### src/rtl/timing_g_pipe.sv
// Clocked three-gate path model y = ((a & b) | c) & d with per-gate transport
// latency, plus settle, y-transition and static-hazard observation.
module timing_g_pipe #(
  parameter int WIDTH  = 4,
  parameter int D_AND1 = 2,
  parameter int D_OR   = 3,
  parameter int D_AND2 = 2,
  parameter int CNT_W  = 8
) (
  input  logic             clk,
  input  logic             reset,
  input  logic [WIDTH-1:0] a,
  input  logic [WIDTH-1:0] b,
  input  logic [WIDTH-1:0] c,
  input  logic [WIDTH-1:0] d,
  input  logic             clr,
  output logic [WIDTH-1:0] n1,
  output logic [WIDTH-1:0] n2,
  output logic [WIDTH-1:0] y,
  output logic             settled,
  output logic [CNT_W-1:0] y_toggles,
  output logic             hazard
);

  localparam int L  = D_AND1 + D_OR + D_AND2;
  localparam int SW = $clog2(L + 1);
  localparam logic [SW-1:0] L_CNT = SW'(L);
  localparam int IW = 4 * WIDTH;

  logic [WIDTH-1:0] g1_q [D_AND1];
  logic [WIDTH-1:0] g1_d [D_AND1];
  logic [WIDTH-1:0] g2_q [D_OR];
  logic [WIDTH-1:0] g2_d [D_OR];
  logic [WIDTH-1:0] g3_q [D_AND2];
  logic [WIDTH-1:0] g3_d [D_AND2];

  logic [IW-1:0]    prev_q, prev_d;
  logic [SW-1:0]    cnt_q, cnt_d;
  logic [CNT_W-1:0] tog_q, tog_d;
  logic             haz_q, haz_d;
  logic             win_q, win_d;
  logic [IW-1:0]    in_vec;
  logic             in_change;
  logic             y_change;

  // Each gate is a pure shift register: stage 0 evaluates the gate on the
  // current inputs / upstream tap, so every pulse survives unfiltered.
  always_comb begin
    g1_d[0] = a & b;
    for (int i = 1; i < D_AND1; i++) g1_d[i] = g1_q[i-1];
    g2_d[0] = g1_q[D_AND1-1] | c;
    for (int i = 1; i < D_OR; i++) g2_d[i] = g2_q[i-1];
    g3_d[0] = g2_q[D_OR-1] & d;
    for (int i = 1; i < D_AND2; i++) g3_d[i] = g3_q[i-1];
  end

  assign n1 = g1_q[D_AND1-1];
  assign n2 = g2_q[D_OR-1];
  assign y  = g3_q[D_AND2-1];

  // A y change is detected on the edge that updates y, so an input change on
  // that same edge cannot be its cause and rightly opens a clean window.
  always_comb begin
    in_vec    = {a, b, c, d};
    in_change = (in_vec != prev_q);
    y_change  = (g3_d[D_AND2-1] != g3_q[D_AND2-1]);
    prev_d    = in_vec;
    cnt_d     = in_change ? '0 : ((cnt_q == L_CNT) ? cnt_q : cnt_q + SW'(1));
    tog_d     = tog_q;
    haz_d     = haz_q | (y_change & ~in_change & win_q);
    win_d     = in_change ? 1'b0 : (win_q | y_change);
    if (y_change && (tog_q != '1)) tog_d = tog_q + CNT_W'(1);
    if (clr) begin
      tog_d = '0;
      haz_d = 1'b0;
    end
  end

  assign settled   = (cnt_q == L_CNT);
  assign y_toggles = tog_q;
  assign hazard    = haz_q;

  always_ff @(posedge clk or posedge reset) begin
    if (reset) begin
      for (int i = 0; i < D_AND1; i++) g1_q[i] <= '0;
      for (int i = 0; i < D_OR; i++)   g2_q[i] <= '0;
      for (int i = 0; i < D_AND2; i++) g3_q[i] <= '0;
      prev_q <= '0;
      cnt_q  <= '0;
      tog_q  <= '0;
      haz_q  <= 1'b0;
      win_q  <= 1'b0;
    end else begin
      for (int i = 0; i < D_AND1; i++) g1_q[i] <= g1_d[i];
      for (int i = 0; i < D_OR; i++)   g2_q[i] <= g2_d[i];
      for (int i = 0; i < D_AND2; i++) g3_q[i] <= g3_d[i];
      prev_q <= prev_d;
      cnt_q  <= cnt_d;
      tog_q  <= tog_d;
      haz_q  <= haz_d;
      win_q  <= win_d;
    end
  end

endmodule

### config.mk
export PLATFORM = sky130hd
export DESIGN_NAME = timing_g_pipe
export DESIGN_NICKNAME = d
export VERILOG_FILES = /design/src/rtl/timing_g_pipe.sv
export SDC_FILE = /design/constraint.sdc
export NUM_CORES = 1
export LEC_CHECK = 0
export CAP_MARGIN = 0
export CELL_PAD_IN_SITES_DETAIL_PLACEMENT = 1
export CELL_PAD_IN_SITES_GLOBAL_PLACEMENT = 1
export CORE_UTILIZATION = 25
export DETAILED_ROUTE_END_ITERATION = 6
export GPL_ROUTABILITY_DRIVEN = 0
export PLACE_DENSITY = 0.61
export RECOVER_POWER = 50
export SETUP_SLACK_MARGIN = 0.1
export SLEW_MARGIN = 30
export SYNTH_ARGS = -nofsm -noshare
export SYNTH_HDL_FRONTEND = slang
export SYNTH_SLANG_ARGS = --single-unit
export TNS_END_PERCENT = 20
### constraint.sdc
create_clock -name clk -period 1.7 [get_ports clk]
set_input_delay 0.34 -clock clk [delete_from_list [all_inputs] [get_ports clk]]
set_output_delay 0.34 -clock clk [all_outputs]
set_load 0.01 [all_outputs]
* Yosys cells after proc, flatten, opt, wreduce, memory -nomap -nowiden
Index checks and enable logic that the tools add are counted.
** Word-level totals
- Flip-flop bits (word level) :: 57
- Bits of input ports :: 19
- Word-level logic and storage cells :: 35
** Operators by class
- Add/subtract/negate cells :: 2
- Equality and inequality tests :: 5
- Multiplexer cells :: 6
- Bitwise gates (word level) :: 8
- Reductions and logical operators :: 2
** Operators with widths (count)
- 8-bit two-way mux :: 2
- 16-bit inequality test :: 1
- 8-bit by 1-bit adder with 8-bit output (second input constant) :: 1
- 4-bit bitwise AND :: 2
- 8-bit inequality test (second input constant) :: 1
- 3-bit two-way mux :: 2
- 4-bit inequality test :: 1
- 4-bit OR :: 1
- 3-bit by 1-bit adder with 3-bit output (second input constant) :: 1
- 3-bit == test (second input constant) :: 1
- 1-bit bitwise AND :: 2
- 1-bit two-way mux :: 2
- 2-bit by 1-bit inequality test with 1-bit output (second input constant) :: 1
- 1-bit OR :: 2
- 2-bit nonzero test :: 1
- 1-bit logical AND :: 1
- 1-bit inverter :: 1

* Longest topological paths before layout
- Depth in word-level cells :: 6
- Mapped depth :: 5
- Mapped depth without buffers :: 4

* Worst setup path after synthesis
No wires, ideal clock.
- Path type :: reg-to-reg
- From :: register tog_q[3] (netlist: y_toggles[3])
- To :: register tog_q[7] (netlist: y_toggles[7])
- Arrival time :: 1.609 ns
- Data required time :: 1.575 ns
- Setup slack :: -0.033 ns
- Stages on the path, launching flop included :: 6
- Period minus slack after synthesis :: 1.733 ns
- Path through :: dfrtp_1 > and4_1 > and4_4 > buf_6 > nor4b_1 > mux2_2
** On the way
- Cells in the longest elaborated chain, start to end :: 3
- Elaborated cells on any way between the ends :: 6
- Classes of those cells :: add/sub (1); eq/ne (1); mux (2); reduce/logical (2)
** Ends and longest elaborated chain
- start: declaration :: line 39 : logic [CNT_W-1:0] tog_q, tog_d;
- start signal: assignment :: line 99 : tog_q <= tog_d;
- 8-bit by 1-bit adder with 8-bit output or 8-bit inequality test (tied branches) :: line 72 : if (y_change && (tog_q != '1)) tog_d = tog_q + CNT_W'(1);
- 8-bit two-way mux or 1-bit logical AND (tied branches) :: line 72
- 8-bit two-way mux or 2-bit nonzero test (tied branches)
Several ways; a longest one is shown, not always the timed one. The select of a mux whose other input is x is not followed.
A chain may end at the register's enable or synchronous reset.

* Worst setup path after layout
- From :: register g3_q (netlist bit g3_d[2])
- To :: register tog_q[7] (netlist: y_toggles[7])
** On the way
- Cells in the longest elaborated chain, start to end :: 3
** Ends and longest elaborated chain
- start: declaration :: line 34 : logic [WIDTH-1:0] g3_q [D_AND2];
- 4-bit inequality test :: line 66 : y_change = (g3_d[D_AND2-1] != g3_q[D_AND2-1]);
- 1-bit logical AND :: line 72
- 2-bit nonzero test (no line)
No other way between the ends.

==> results.json <==
{
  "hold_class": "reg2reg",
  "p_per_area_mw_per_mm2": 948,
  "synth-seq-area-share_pct": 69.0,
  "dieArea_sq_mm": 0.00863,
  "dr.pass1.iters": 2,
  "max_freq_mhz": 626,
  "power_mw": 2.83,
  "wire_per_inst_um": 13.6,
  "finalMaxSlewViolations": 0,
  "core_area_sq_mm": 0.00785,
  "critPathKind": "reg2reg",
  "place_inst": 305,
  "ys_warn_count": 0,
  "grt_pass1_vias": 1502,
  "synth_area_leaders": "dfrtp_1, xor2_1, and2_1",
  "synth_seq_cells": 57,
  "arrival_ns": 1.82,
  "vias": 1370,
  "yosys.area.top_type": "dfrtp_1",
  "pin_count": 41,
  "clk_latency_ns": 0.33,
  "finalWirelength_um": 4430,
  "finalSetupTns_ns": 0,
  "maxCapViolations": 0,
  "leakage_nw": 1.34,
  "min_from": "g2_d[1]",
  "fin_crit_ns": 1.60,
  "synthMostInstantiatedCell": "dfrtp_1",
  "drc": 0,
  "worstSetupStartpoint": "g3_d[2]",
  "critPathRequiredTime_ns": 1.92,
  "initial_core_util_pct": 26.3,
  "synth_edf_count": 0,
  "cts_root_buf": "clkbuf_8",
  "critPathLaunchType": "flip-flop",
  "cts_sinks": 57,
  "cts_tree": "done",
  "fillerInstances": 858,
  "port_buffers": 40,
  "dpl.hpwl_um": 3080,
  "final_net_count": 241,
  "clk_pin_slew_ns": 0.07,
  "drive_gt1_share_pct": 27.8,
  "diodes": 0,
  "dr.first_iter.drc_count": 84,
  "rows": 32,
  "antenna_found_initial": 0,
  "worstMarginPinSlew_ns": 0.779,
  "max_slew_margin_pct": 48.1,
  "setup_violations": 0,
  "clock_path_buffers": 2,
  "synth_area_sq_mm": 0.00207,
  "outcome": "finished, final reports clean",
  "grt_usage_pct": 11.8,
  "report.final.hold_viol_count": 0,
  "rsz0062_at_grt": "true",
  "ir_drop_v": 0.000345,
  "synth.distinct_cells": 30,
  "crit_fanout": 5,
  "finClkSkew_ns": 0.0124,
  "synth_common_cells": "dfrtp_1, xor2_1, and2_1",
  "r2r_cells": 5,
  "hold_end": "n2[1]",
  "r2r_end": "y_toggles[7]",
  "holdWs_ns": 0.344,
  "grt_overflow_total": 0,
  "post-route-period-util_pct": 93.9,
  "r2r_start": "g3_d[2]",
  "die_width_um": 92.9,
  "grt_pass1_wl_um": 7600,
  "cts_made_buffers": 9,
  "htree_num_levels": 3,
  "final_util_pct": 38.0,
  "fin_cells": 325,
  "ant_nets": 0,
  "synthArstFlopShare_pct": 100,
  "synthFlopType": "dfrtp_1",
  "syn_area_per_cell_sq_um": 14.1,
  "area_delta_synth_final_pct": 44.4,
  "grt_max_degree": 58,
  "r2r_setup_slack_ns": 0.10,
  "vias_per_cell": 4.22,
  "syn_inst": 146,
  "cp-end-kind": "flip-flop",
  "syn_nets": 168,
  "synth_top_area_share_pct": 69.0,
  "die_h_um": 92.9,
  "hold_depth": 0
}
==> through the flow <==
| step | cell area, sq um | worst slack, ns |
|---|---|---|
| after floorplan | 2070 | -0.0333 |
| after global placement | 2740 | -0.196 |
| after detailed placement | 2740 | -0.272 |
| after CTS | 2930 | 0.00780 |
| after global routing | 2980 | 0.0261 |
| final | 2980 | 0.103 |
==> worst max-delay path by stage <==
stage	to	slack [ns]
after CTS	y_toggles[7]	0.008
after global placement	hazard	-0.20
after floorplan	y_toggles[7]	-0.03
after global routing	y_toggles[7]	0.03
final	y_toggles[7]	0.10
after detailed placement	hazard	-0.27
==> timing repair <==
item                                    in CTS  in global routing
gates cloned                                 0                  1
resized for setup                           19                 13
setup buffers                                2                  2
hold buffers                                 0                  0
pin swaps                                    0                  8
endpoints found under the setup margin      17                 21
==> kinds of logic after synthesis <==
kind of cell,after synthesis,synth area share (%)
compound gates,14,4.12
xor+xnor,21,8.90
fa+ha+maj,3,1.82
buf+inv,6,1.51
flops,57,69.0
mux,4,2.06
simple gates,41,12.5
==> final cells by class <==
type | count | area, sq um | share of cell area [%]
flip-flops and latches | 57 | 1430 | 47.8
multi-input cells | 83 | 678 | 22.7
repair buffers | 65 | 573 | 19.2
clock buffers | 12 | 145 | 4.87
well taps | 102 | 128 | 4.28
clock inverters | 3 | 17.5 | 0.587
inverters | 3 | 15.0 | 0.503
==> layout by cell type (no fill, tap or decap), types with 3 or more instances in the layout <==
cell / synthesis / layout
clkdlybuf4s50_1: 0 / 24
dlygate4sd3_1: 0 / 6
dlygate4sd2_1: 0 / 9
xor2_1: 21 / 21
or2_2: 4 / 4
dfrtp_1: 57 / 57
buf_4: 0 / 21
nor4_2: 1 / 3
and2_1: 8 / 8
a21oi_2: 0 / 3
nand3_1: 3 / 3
o31ai_1: 3 / 3
nor2_1: 5 / 5
a21oi_1: 7 / 4
clkbuf_8: 0 / 10
or4_1: 3 / 3
==> registers in the layout (all words and copies together), names as in the netlist <==
signal,cells
g1_d,4
g3_d,4
prev_q,16
hazard,1
n2,4
g2_d,8
y_toggles,8
cnt_q,3
y,4
n1,4
win_q,1
==> per-layer routing <==
metal	global-route usage, %	routed length, um	up-vias
met3	3.12	194	9
met5	0	0	-
met2	17.0	2060	32
met1	15.7	2090	678
li1	-	-	651
met4	6.92	87	0
==> critical path: stages, from the launching register on <==
cell     delay [ns]
dfrtp_1        0.39
xor2_1         0.20
nor4_2         0.09
buf_4          0.17
nor4b_2        0.29
mux2_2         0.36
==> report_power, final <==
part | total, mW | internal (mW) | switching (mW)
combinational | 0.311 | 0.166 | 0.145
sequential | 1.46 | 1.43 | 0.0327
clock | 1.06 | 0.556 | 0.503
(Power assumes the default switching activity.)
==> edit (config.mk and constraints unchanged) <==
The parameter `D_AND1` goes from 2 to 4.
--- a/src/rtl/timing_g_pipe.sv
+++ b/src/rtl/timing_g_pipe.sv
@@ -2,7 +2,7 @@
 // latency, plus settle, y-transition and static-hazard observation.
 module timing_g_pipe #(
   parameter int WIDTH  = 4,
-  parameter int D_AND1 = 2,
+  parameter int D_AND1 = 4,
   parameter int D_OR   = 3,
   parameter int D_AND2 = 2,
   parameter int CNT_W  = 8
Check against the original RTL: not equivalent (Yosys sat finds a counterexample within 4 cycles, from zero or initial values and one cycle with reset high).
==> edit against the original RTL <==
Clock power grew 32%. Fmax decreased by 5.8%. Sequential cell count up 9. Largest power group unchanged. Combinational power fell by 10%. The run now ends with DRC left. Power increased by 19%. Cell area up 11%. Synthesized area increased by 13%. Wire length grew 3.9%. Register-to-register slack gained 0.04 ns. Worst setup slack got worse by 0.099 ns.
==> edit: results (changes against the original RTL) <==
----------------------------------------------------
[Outcome]
  Outcome ... finished with violations (was completed)
  Violated checks ... DRC

[Routing]
  DR vias/cell ... 4.29 (was 4.22)
  Detailed Route Iter0 Violations ... 63 (was 84)
  Drc violations ... 4 (was 0)
  Final wirelength ... 4.60 mm (was 4.43 mm)
  DR pass1 iterations ... 6 (was 2)

[Hold path]
  Hold path startpoint ... b[2] (was g2_d[1]$_DFF_PP0_)
  HP Class ... primary input to flop (was flop to flop)
  Hold worst-path end ... prev_q[10]$_DFF_PP0_ (was n2[1]$_DFF_PP0_)

[Critical path]
  Reg-to-reg startpoint ... prev_q[4]$_DFF_PP0_ (was g3_d[2]$_DFF_PP0_)
  Reg-to-reg setup timing slack ... 0.14 ns (was 0.10 ns)
  Reg2Reg Depth ... 7 (was 5)
  Endpoint of the worst register-to-register path ... cnt_q[1]$_DFFE_PP0P_ (was y_toggles[7]$_DFFE_PP0P_)
  Critical path startpoint ... cnt_q[1]$_DFFE_PP0P_ (was g3_d[2]$_DFF_PP0_)
  Critical Path Fanout Max ... 2 (was 5)

[Global routing]
  Met3 Resource Use GR ... 2.91% (was 3.12%)
  Global-route track usage on met2 ... 16.2% (was 17.0%)
  First-pass GRT wire length ... 7.70 mm (was 7.60 mm)
  Pin count of the biggest net entering global routing ... 67 (was 58)
  Vias in the first global route ... 1589 (was 1502)
  Met1 global-route usage ... 13.3% (was 15.7%)

[CTS]
  Post-cts repair resize count ... 36 (was 19)
  Post-CTS Repair Setup Buffers ... 3 (was 2)

[Yosys]
  Leading cell types by count after synthesis ... dfrtp_1 (66), xor2_1 (17), and2_1 (9) (was dfrtp_1 (57), xor2_1 (21), and2_1 (8))
  XOR/XNOR share of the synthesized area ... 8.66% (was 8.90%)
  Multiplexer share of the synthesized area ... 0% (was 2.06%)
  Fraction of the mapped netlist area in adder cells ... 1.61% (was 1.82%)
  Unique cell type count in the Yosys netlist ... 29 (was 30)

[Placed design]
  Post-DP HPWL ... 3.14 mm (was 3.08 mm)

[Power]
  Peak ir drop on the vdd network ... 0.354 mV (was 0.345 mV)
  Leakage component of the power ... 1.52 nW (was 1.34 nW)
  Logic gate share of total power ... 8.3% (was 11.0%)
  Clock network power share ... 41.7% (was 37.4%)

[STA]
  Setup skew after layout ... 0.00566 ns (was 0.0124 ns)
  Slew at the pin closest to its max-slew limit ... 0.887 ns (was 0.779 ns)

----------------------------------------------------
-- edit: cell count changes after synthesis, sizes merged, moves of 2 or more --
cell and delta:
a41oi +2, dfrtp +9, inv +2, mux2 -2, mux2i -2, nand4 +3
nor2b -2, nor3 +5, nor4 -2, xnor2 +6, xor2 -4
-- edit: cell type report --
type	instances	area (um^2)
clock buffers	11	131
clock inverters	5	78.8
fillers	960	5540
inverters	5	22.5
multi-input cells	90	717
flip-flops and latches	66	1650
well taps	108	135
repair buffers	65	572
-- edit: per-stage QoR --
step	area, um^2	setup WS (ns)	hold WS (ns)	utilization (%)	std cells
after floorplan	2330	0.0452	0.331	-	164
after global placement	3020	-0.300	0.331	34.1	330
after detailed placement	3020	-0.394	0.336	34.1	330
after CTS	3240	-0.0285	0.274	36.7	349
after global routing	3310	-0.0571	0.290	37.4	350
final	3310	0.00407	0.294	37.4	350
-- edit: per-layer routing --
layer / vias up / wire (um)
met4: 0 / 103
met2: 47 / 2210
li1: 704 / -
met3: 10 / 256
met1: 739 / 2030
met5: - / 0
